===== src/rtl/dram_arb_pkg.sv =====
// Shared constants and helpers for the data-RAM arbiter.
package dram_arb_pkg;
  localparam int DRAM_ADDR_W = 14;
  localparam int DRAM_DATA_W = 32;

  localparam logic ARB_M0 = 1'b0;
  localparam logic ARB_M1 = 1'b1;

  typedef enum logic {
    ST_ARB   = 1'b0,
    ST_LOCK1 = 1'b1
  } arb_st_e;

  function automatic logic [7:0] sat_inc(input logic [7:0] v, input logic [7:0] lim);
    return (v >= lim) ? lim : v + 8'd1;
  endfunction
endpackage


===== src/rtl/dram_rsp_tag.sv =====
// RD_LAT-deep {valid, id} pipe that steers read data back to the issuing port.
module dram_rsp_tag #(
  parameter int RD_LAT = 1
) (
  input  logic clk,
  input  logic rst_n,
  input  logic push,
  input  logic push_id,
  output logic pop,
  output logic pop_id
);
  logic [RD_LAT-1:0] vld_pipe;
  logic [RD_LAT-1:0] id_pipe;

  always_ff @(posedge clk or negedge rst_n) begin
    if (!rst_n) begin
      vld_pipe <= '0;
      id_pipe  <= '0;
    end else begin
      vld_pipe[0] <= push;
      id_pipe[0]  <= push_id;
      for (int i = 1; i < RD_LAT; i++) begin
        vld_pipe[i] <= vld_pipe[i-1];
        id_pipe[i]  <= id_pipe[i-1];
      end
    end
  end

  assign pop    = vld_pipe[RD_LAT-1];
  assign pop_id = id_pipe[RD_LAT-1];
endmodule


===== src/rtl/dram_arb.sv =====
// Round-robin CPU/loader arbiter for the single-port data RAM with bounded m1 burst lock.
module dram_arb
  import dram_arb_pkg::*;
#(
  parameter int ADDR_W   = DRAM_ADDR_W,
  parameter int DATA_W   = DRAM_DATA_W,
  parameter int RD_LAT   = 1,
  parameter int MAX_LOCK = 16
) (
  input  logic                clk,
  input  logic                rst_n,
  input  logic                m0_valid,
  input  logic                m0_we,
  input  logic [ADDR_W-1:0]   m0_addr,
  input  logic [DATA_W-1:0]   m0_wdata,
  input  logic [DATA_W/8-1:0] m0_wstrb,
  output logic                m0_ready,
  output logic                m0_rvalid,
  output logic [DATA_W-1:0]   m0_rdata,
  output logic                cpu_stall,
  input  logic                m1_valid,
  input  logic                m1_we,
  input  logic [ADDR_W-1:0]   m1_addr,
  input  logic [DATA_W-1:0]   m1_wdata,
  input  logic [DATA_W/8-1:0] m1_wstrb,
  input  logic                m1_lock,
  output logic                m1_ready,
  output logic                m1_rvalid,
  output logic [DATA_W-1:0]   m1_rdata,
  output logic                ram_en,
  output logic [DATA_W/8-1:0] ram_we,
  output logic [ADDR_W-1:0]   ram_addr,
  output logic [DATA_W-1:0]   ram_wdata,
  input  logic [DATA_W-1:0]   ram_rdata
);
  localparam int SW = DATA_W / 8;
  localparam logic [7:0] LOCK_MAX = 8'(MAX_LOCK);

  typedef struct packed {
    logic              we;
    logic [ADDR_W-1:0] addr;
    logic [DATA_W-1:0] wdata;
    logic [SW-1:0]     wstrb;
  } req_t;

  req_t req0, req1, sel;
  arb_st_e state, state_nxt;
  logic prio, prio_nxt;
  logic [7:0] lock_cnt, cnt_nxt, cnt_inc;
  logic gnt0, gnt1;
  logic rsp_vld, rsp_id;

  assign req0 = '{we: m0_we, addr: m0_addr, wdata: m0_wdata, wstrb: m0_wstrb};
  assign req1 = '{we: m1_we, addr: m1_addr, wdata: m1_wdata, wstrb: m1_wstrb};

  always_comb begin
    gnt0      = 1'b0;
    gnt1      = 1'b0;
    state_nxt = state;
    prio_nxt  = prio;
    cnt_nxt   = lock_cnt;
    cnt_inc   = sat_inc(lock_cnt, LOCK_MAX);
    if (rst_n) begin
      if (state == ST_LOCK1) begin
        // a saturated lock yields to a waiting m0 even if m1 still wants the bus
        if (m1_valid && !(lock_cnt >= LOCK_MAX && m0_valid)) gnt1 = 1'b1;
        else                                                  gnt0 = m0_valid;
      end else begin
        if (m0_valid && (!m1_valid || prio == ARB_M0)) gnt0 = 1'b1;
        else                                           gnt1 = m1_valid;
      end
    end
    if (gnt0) begin
      prio_nxt  = ARB_M1;
      state_nxt = ST_ARB;
      cnt_nxt   = '0;
    end else if (gnt1) begin
      prio_nxt = ARB_M0;
      if (!m1_lock) begin
        state_nxt = ST_ARB;
        cnt_nxt   = '0;
      end else if (state == ST_ARB) begin
        state_nxt = ST_LOCK1;
        cnt_nxt   = 8'd1;
      end else if (cnt_inc >= LOCK_MAX && m0_valid) begin
        state_nxt = ST_ARB;
        cnt_nxt   = '0;
      end else begin
        cnt_nxt = cnt_inc;
      end
    end else if (state == ST_LOCK1 && !m1_valid) begin
      state_nxt = ST_ARB;
      cnt_nxt   = '0;
    end
  end

  always_ff @(posedge clk or negedge rst_n) begin
    if (!rst_n) begin
      state    <= ST_ARB;
      prio     <= ARB_M0;
      lock_cnt <= '0;
    end else begin
      state    <= state_nxt;
      prio     <= prio_nxt;
      lock_cnt <= cnt_nxt;
    end
  end

  assign sel       = gnt1 ? req1 : req0;
  assign ram_en    = gnt0 | gnt1;
  assign ram_we    = (ram_en && sel.we) ? sel.wstrb : '0;
  assign ram_addr  = ram_en ? sel.addr : '0;
  assign ram_wdata = (ram_en && sel.we) ? sel.wdata : '0;

  assign m0_ready  = gnt0;
  assign m1_ready  = gnt1;
  assign cpu_stall = rst_n & m0_valid & ~gnt0;

  dram_rsp_tag #(.RD_LAT(RD_LAT)) u_tag (
    .clk     (clk),
    .rst_n   (rst_n),
    .push    (ram_en & ~sel.we),
    .push_id (gnt1),
    .pop     (rsp_vld),
    .pop_id  (rsp_id)
  );

  assign m0_rvalid = rsp_vld & (rsp_id == ARB_M0);
  assign m1_rvalid = rsp_vld & (rsp_id == ARB_M1);
  assign m0_rdata  = m0_rvalid ? ram_rdata : '0;
  assign m1_rdata  = m1_rvalid ? ram_rdata : '0;
endmodule

===== config.mk =====
export PLATFORM = sky130hd
export DESIGN_NAME = dram_arb
export DESIGN_NICKNAME = d
export VERILOG_FILES = /design/src/rtl/dram_arb_pkg.sv /design/src/rtl/dram_rsp_tag.sv /design/src/rtl/dram_arb.sv
export SDC_FILE = /design/constraint.sdc
export NUM_CORES = 1
export LEC_CHECK = 0
export ABC_AREA = 1
export CORE_AREA = 5 5 97 99
export CTS_BUF_LIST = sky130_fd_sc_hd__clkbuf_2 sky130_fd_sc_hd__clkbuf_4 sky130_fd_sc_hd__clkbuf_8
export CTS_CLUSTER_DIAMETER = 120
export DETAILED_ROUTE_END_ITERATION = 6
export DIE_AREA = 0 0 102 104
export DONT_BUFFER_PORTS = 1
export PLACE_DENSITY_LB_ADDON = 0.12
export RECOVER_POWER = 25
export SLEW_MARGIN = 25
export SYNTH_ARGS = -nofsm -noshare
export SYNTH_HDL_FRONTEND = slang
export SYNTH_SLANG_ARGS = --single-unit
export TNS_END_PERCENT = 50

===== constraint.sdc =====
create_clock -name clk -period 2.22 [get_ports clk]
set_input_delay 0.666 -clock clk [delete_from_list [all_inputs] [get_ports clk]]
set_output_delay 0.666 -clock clk [all_outputs]
set_load 0.03 [all_outputs]

## Word-level counts from Yosys, hierarchy flattened

Cells that the tools add are included.

- Flip-flop bits (word level): 12
- Output and inout bits: 120

- $add $sub $neg: 1
- Order comparisons: 2
- Mux-type cells: 29
- Bitwise logic cells: 10
- Reduce and logical (&&, ||, !) cells: 11

Operators with widths:

| operator | count |
|---|---|
| $mux 32 | 3 |
| $mux 8 | 7 |
| $mux 51 | 1 |
| $ge 8x5->1 const B | 2 |
| $mux 1 | 16 |
| $mux 14 | 1 |
| $add 8x1->8 const B | 1 |
| $logic_and 1x1->1 | 6 |
| $and 1x1->1 | 5 |
| $mux 4 | 1 |
| $not 1->1 | 4 |
| $reduce_bool 3->1 | 1 |
| $logic_not 1->1 | 2 |
| $reduce_bool 2->1 | 1 |
| $logic_or 1x1->1 | 1 |
| $or 1x1->1 | 1 |

## Depth between registers and ports, before layout

- Word-level depth: 10
- Gate-level depth with buffers: 11

## Hierarchy

Synthesis repeated with hierarchy kept, for this count alone.

- Cell total of the unflattened synthesis: 442
- Area total of the unflattened synthesis: 2,162.1 um^2

By module, submodules not included:

| module | instances | cells an instance | area an instance (um^2) | seq. area each (um^2) |
|---|---|---|---|---|
| dram_arb | 1 | 440 | 2,112.0 | 250.2 |
| dram_rsp_tag | 1 | 2 | 50.0 | 50.0 |

## Worst setup path before layout

No wires, ideal clock.

- Kind: input-to-output
- Start point: input m1_valid
- End point: output ram_addr[13]
- Arrival: 1.972 ns
- Required time: 1.554 ns
- Slack: -0.418 ns
- Stages on the path: 8
- Path buffers: 1
- Cell sequence: nand2_1 -> nand3_2 -> nand2_2 -> inv_2 -> nand2_2 -> buf_2 -> nand2_1 -> o21ai_0

- Word-level cells in the longest chain between the ends: 8
- Elaborated cells between the ends (all ways): 15
- Those cells by class: 10 x mux; 1 x bitwise; 4 x reduce/logical

RTL lines:

| item | RTL line | RTL |
|---|---|---|
| start, declared | dram_arb.sv:21 | `input logic m1_valid,` |
| $logic_not 1->1 | dram_arb.sv:69 | `if (m0_valid && (!m1_valid \|\| prio == ARB_M0)) gnt0 = 1'b1;` |
| $logic_or 1x1->1 | dram_arb.sv:69 |  |
| $logic_and 1x1->1 | dram_arb.sv:69 |  |
| $mux 1 | dram_arb.sv:69 |  |
| $mux 1 | dram_arb.sv:64 | `if (state == ST_LOCK1) begin` |
| $mux 1 | dram_arb.sv:63 | `if (rst_n) begin` |
| $mux 51 / $or 1x1->1 (equally long branches) | dram_arb.sv:109, dram_arb.sv:110 |  |
| $mux 14 * | dram_arb.sv:112 | `assign ram_addr = ram_en ? sel.addr : '0;` |
| end, declared | dram_arb.sv:32 | `output logic [ADDR_W-1:0] ram_addr,` |

Mark *: on every way between the ends. The rest lies on a longest branch, timed or not.

## Worst setup path in the final report

- Start point: register lock_cnt[4]
- End point: output ram_wdata[17]

- Word-level cells in the longest chain between the ends: 10
- Elaborated cells between the ends (all ways): 14
- Those cells by class: 1 x order compare; 8 x mux; 1 x bitwise; 4 x reduce/logical

RTL lines:

| item | RTL line | RTL |
|---|---|---|
| start, declared | dram_arb.sv:49 | `logic [7:0] lock_cnt, cnt_nxt, cnt_inc;` |
| start signal, assigned | dram_arb.sv:105 | `lock_cnt <= cnt_nxt;` |
| $ge 8x5->1 * | dram_arb.sv:66 | `if (m1_valid && !(lock_cnt >= LOCK_MAX && m0_valid)) gnt1 = 1'b1;` |
| $logic_and 1x1->1 * | dram_arb.sv:66 |  |
| $logic_not 1->1 * | dram_arb.sv:66 |  |
| $logic_and 1x1->1 * | dram_arb.sv:66 |  |
| $mux 1 | dram_arb.sv:66 |  |
| $mux 1 | dram_arb.sv:64 |  |
| $mux 1 | dram_arb.sv:63 |  |
| $or 1x1->1 / $mux 51 (equally long branches) | dram_arb.sv:110, dram_arb.sv:109 |  |
| $logic_and 1x1->1 | dram_arb.sv:113 | `assign ram_wdata = (ram_en && sel.we) ? sel.wdata : '0;` |
| $mux 32 * | dram_arb.sv:113 |  |
| end, declared | dram_arb.sv:33 | `output logic [DATA_W-1:0] ram_wdata,` |

Marks and branches as above.

==> results.toml <==
[status]
outcome = "complete, but fails checks"
violations = "setup timing"

[global_routing]
antenna_found_initial = 0
grt_pass1_vias = 2757
track_usage = 0.1595
grt_max_degree = 43
grt_pass1_wl_um = 13830
gr-total-overflow = 0

[worst_setup_path]
cp.required_ns = 1.55
end_kind = "output pin"
critPathMaxStageDelay_ns = 0.37
worst_ep_arrival_time_ns = 1.90
path_buf_inv = 2
cp_top_family = "simple AND/OR/NAND/NOR gates"
crit_slowest_cell = "dfrtp_1"
r2r_slack_ns = 0.47
path_common_cell = "nand2_4"
critPathMaxFanout = 11
criticalPathCategory = "flop to output pin"
path_cells = "nor2_1 > nand2_2 > a21boi_2 > nand2_4 > nand2_4 > nand3_4 > buf_12 > nor2_4 > buf_4"
critPathLaunchType = "flop"

[placement]
dp_cells = 658
gp_congestion = 0.7577
dpl.hpwl_um = 7937
placed_area_um2 = 3560
port_buffers = 0

[cts]
cts.path.max_buffers = 2
cts_max_level = 1
cts-root-buf = "clkbuf_8"
hold_buffers = 0
cts_sinks = 12
clk_pin_slew_ns = 0.06
numCtsBuffers = 3
cts_tree = "done"
insertion_delay_ns = 0.24

[route]
drt-total-wl_um = 10070
drt_pre_antenna_iters = 4
drcViolationCount = 0
postRouteAntennaNets = 0
route.vias.total = 2988
routedWlPerCell_um = 14.98
drt_iter0_drc = 104
vias_per_cell = 4.446

[logic_synthesis]
synth-seq-cells = 12
yosys.cell_types.count = 25
ys_warn_count = 0
synthesis.area_um2 = 2173
synth_nets = 585
seq_area_frac_synth = 0.1382
synth_area_per_cell_um2 = 4.895
synth_cells = 444

[timing]
min_period_ns = 2.567
finalHoldViolations = 0
setup_slack_ns = -0.3473
rsz0062_at_grt = "true"
tns_ns = -14.29
setup_viol = 50
finClkSkew_ns = 0.004199
max-slew-margin-rel = 0.7859
fmax_ghz = 0.3895
tightest_slew_ns = 0.3212
drv_slew = 0
finalCritPeriodShare = 1.156

[pwr]
power.total_mw = 2.174
power.density_nw_per_um2 = 547.9
peakVddDrop_uv = 271.8
p_leak_nw = 2.309

[job]
drv_cap = 0

[die]
rows = 34
die_x_um = 102
dieArea_um2 = 10610
die_y_um = 104
io_pins = 259
coreArea_um2 = 8466
start_util = 0.2567

[final_layout]
final_cell_mix = "nand2_1, buf_4, inv_1"
n_antenna_cell = 0
fin_area_um2 = 3968
drive_above_1_share = 0.3848
stdcell_count = 672
final_common_cell = "nand2_1"
area_growth_pct = 82.56
nets = 706

[min_path]
min_path_type = "input port to async pin"
-- area by class of cell --
class | instances | area, um^2
multi-input cells | 320 | 1799
inverters | 89 | 346.6
flip-flops and latches | 12 | 301.5
repair buffers | 139 | 1330
clock buffers | 4 | 55.05
well taps | 108 | 135.1
fillers | 840 | 4498
-- where the power goes --
part           internal [mW]  switching, mW
Sequential             0.239         0.0239
Combinational          0.617           1.05
Clock                  0.157         0.0842
Total                   1.01           1.16
-- cells in the mapped netlist, drive strengths merged --
cell / n / share of area
a21boi: 1 / 0.0052
a21oi: 1 / 0.0023
buf: 16 / 0.058
clkbuf: 7 / 0.012
dfrtp: 12 / 0.14
ha: 2 / 0.012
inv: 89 / 0.15
nand2: 167 / 0.30
nand3: 7 / 0.024
nand4: 8 / 0.023
nor2: 115 / 0.23
nor3: 2 / 0.0046
o21ai: 16 / 0.039
xnor2: 1 / 0.0040
-- flip-flops by register name, indices dropped and copies added, names as in the netlist --
signal / cells
state: 1
prio: 1
u_tag.pop_id: 1
u_tag.pop: 1
lock_cnt: 8
-- stage by stage --
step / util / worst slack [ns] / hold slack (ns)
after detailed placement: 0.4205 / -0.3555 / 0.3711
final: 0.4687 / -0.3473 / 0.1144
after global placement: 0.4205 / -0.3635 / 0.3712
after global routing: 0.4687 / -0.4621 / 0.1009
after CTS: 0.4400 / -0.3778 / 0.1076
after floorplan: - / -0.1847 / 0.3704
-- cell families after synthesis --
kind of cell             count (synthesis)  share of synthesized area
AND/OR/NAND/NOR                        299                     0.5769
AO/OA/AOI/OAI                           18                    0.04605
XOR/XNOR                                 1                   0.004031
flip-flops                              12                     0.1382
buffers and inverters                  112                     0.2234
adder cells (fa/ha/maj)                  2                    0.01151
-- timing repair --
action | in CTS | in global routing
gates cloned | 1 | 6
endpoints found under the setup margin | 52 | 52
setup buffers | 0 | 3
pin swaps | 2 | 2
gates resized for setup | 22 | 28
-- per-layer routing --
layer | track usage | vias to the layer above | wire length (um)
li1 | - | 1508 | -
met1 | 0.1713 | 1293 | 3593
met2 | 0.3120 | 171 | 5296
met3 | 0.03689 | 16 | 1046
met4 | 0.02530 | 0 | 130
met5 | 0 | - | 0
-- worst paths after layout --
| path | from | cells after the start | endpoint |
|---|---|---|---|
| setup / recovery | lock_cnt[4] | 9 | ram_wdata[17] |
| hold / removal | rst_n | 0 | prio |
| setup reg to reg | lock_cnt[4] | 9 | lock_cnt[0] |
| hold reg to reg | lock_cnt[5] | 2 | lock_cnt[5] |
| max in group asynchronous | rst_n | 0 | state |
| min in group clk | lock_cnt[5] | 2 | lock_cnt[5] |
(Power assumes the default switching activity.)
==> patch (config.mk and constraints unchanged) <==
`RD_LAT` is set to 1 in 2 places; all go to 2.
--- a/src/rtl/dram_rsp_tag.sv
+++ b/src/rtl/dram_rsp_tag.sv
@@ -2,3 +2,3 @@
 module dram_rsp_tag #(
-  parameter int RD_LAT = 1
+  parameter int RD_LAT = 2
 ) (
--- a/src/rtl/dram_arb.sv
+++ b/src/rtl/dram_arb.sv
@@ -6,3 +6,3 @@
   parameter int DATA_W   = DRAM_DATA_W,
-  parameter int RD_LAT   = 1,
+  parameter int RD_LAT   = 2,
   parameter int MAX_LOCK = 16
Function: changed (a bounded check fails within 4 cycles, from zero or initial values and one cycle with rst_n low).
==> patch against the unedited design <==
  * The flow still finishes with violations (negative setup slack)
  * Total power rose by 4.9%
  * Clock power rose by 3%
  * Global-route usage rose by 0.76 points
  * First-iteration DRC count rose by 39%
  * Core utilization rose by 2.5 points
  * Worst setup slack improved by 20 ps
  * Sequential cell count rose by 2
  * Design area rose by 5.4%
  * Synthesized area rose by 3.2%
  * Clock skew fell by 3.1 ps
  * Wire length fell by 1.1%
  * Critical endpoint is now ram_wdata[10]
  * Largest cell class unchanged
  * Highest routed layer is now met5
==> patch: results (changes against the unedited design) <==
[grt]
antenna_found_initial = 1  ; +1
grt_pass1_vias = 2866  ; +4.0%
grt_max_degree = 39  ; -9.3%
grt_pass1_wl_mm = 14.4  ; +3.7%
grt_usage = 0.167  ; +0.00761

[layout]
fin_nets = 715  ; +1.3%
top_regs = lock_cnt x8, u_tag.id_pipe x2, u_tag.vld_pipe x2
drive_above_1_share = 0.401  ; +0.0166
n_antenna_cell = 0  ; unchanged

[power_and_ir_drop]
peakVddDrop_v = 0.000290  ; +6.7%
seq_power_mw = 0.302  ; +15%
power_mw = 2.28  ; +4.9%
p_sw_mw = 1.18  ; +1.8%
p_leak_nw = 2.39  ; +3.5%
power_frac_comb = 0.759  ; -0.009

[timing]
setup_ws_ps = -327  ; +20.0 ps
worst_pin_slew_ps = 315  ; -6.04 ps
fin_worst_skew_ps = 1.11  ; -3.09 ps
final-setup-viol-count = 51  ; +2.0%
fin_tns_setup_ps = -13460  ; +824 ps
hold_slack_ps = 113  ; -1.32 ps

[worst_setup_path]
slowest_delay_ps = 390  ; +20 ps
slowest_stage = dfrtp_1
arrival_ps = 1880  ; -20 ps
r2r_slack_ps = 530  ; +60 ps
timing.rr.start = lock_cnt[6]
critPathCapture = ram_wdata[10]
crit_family = simple AND/OR/NAND/NOR gates
reg2reg_depth = 9  ; unchanged
crit_fanout = 8  ; -3
r2r_end = state

[placed_design]
gp_congestion = 0.769  ; +1.5%
dp_cells = 666  ; +1.2%
dpl.hpwl_mm = 8.07  ; +1.6%
dp_worst_setup_slack_ps = -238  ; +118 ps
dpl_cell_area_um2 = 3750  ; +5.4%
portBuffers = 0  ; unchanged

[min_path]
worst_hold_path_type = in -> async

[synth]
synthesis.nets = 589  ; +0.68%
synth_cell_types = 26  ; +4.0%
synth_common_cells = 157 x nand2_1, 105 x nor2_1, 86 x inv_1
ys_seq_area_frac = 0.156  ; +0.0181
yosys-top-cells-area = nand2_1 26%, nor2_1 18%, dfrtp_1 16%, inv_1 14%, buf_6 3.5%
synth_ff_type = dfrtp_1
synthCells = 448  ; +0.90%

[route]
routed_wl_mm = 9.96  ; -1.1%
drt-vias-per-instance = 4.49  ; +0.96%
wl_per_cell_um = 14.6  ; -2.4%
drt_first_iter_violations = 145  ; +39%
drc = 0  ; unchanged
first_pass_iters = 6  ; +2

[clock_network]
h-tree-depth = 1  ; unchanged
postCtsSetupRepairBufs = 1  ; +1
path_clk_slew_ps = 60  ; about the same
root_buffer = clkbuf_8
clk_latency_ps = 240  ; about the same
cts_resized = 41  ; +86%

[outcome]
status = finished, violations left
violations = negative setup slack

-- patch: changes by cell type in the layout (fill, tap and decap cells not counted), moves of 2 or more --
cell	delta
buf_12	+2
nand2_8	+2
nand2_1	-7
nand2_4	+3
buf_6	+9
dfrtp_1	+2
nor2_2	+3
nor2_4	-2
buf_4	-4
o21ai_0	+2
-- patch: cell families (layout without fill, tap and decap cells) --
family	count (synthesis)	after routing	share of synthesized area
DFF	14	14	0.156
AOI/OAI and AO/OA	20	20	0.0491
and+or+nand+nor	299	299	0.561
buffers and inverters	113	238	0.222
adders and majority gates	2	2	0.0112
-- patch: final cells by class --
cell class                      instances  area, µm²
Clock buffer                            4       55.1
Fill cell                             842       4280
Inverter                               90        358
Multi-Input combinational cell        321       1890
Sequential cell                        14        352
Tap cell                              108        135
Timing Repair Buffer                  144       1390
-- patch: routing by layer --
metal,share of wire,vias up,track usage
met2,0.54,168,0.337
met5,0.0013,-,0
met4,0.012,2,0.0309
met3,0.12,10,0.0490
met1,0.33,1345,0.163
li1,-,1532,-
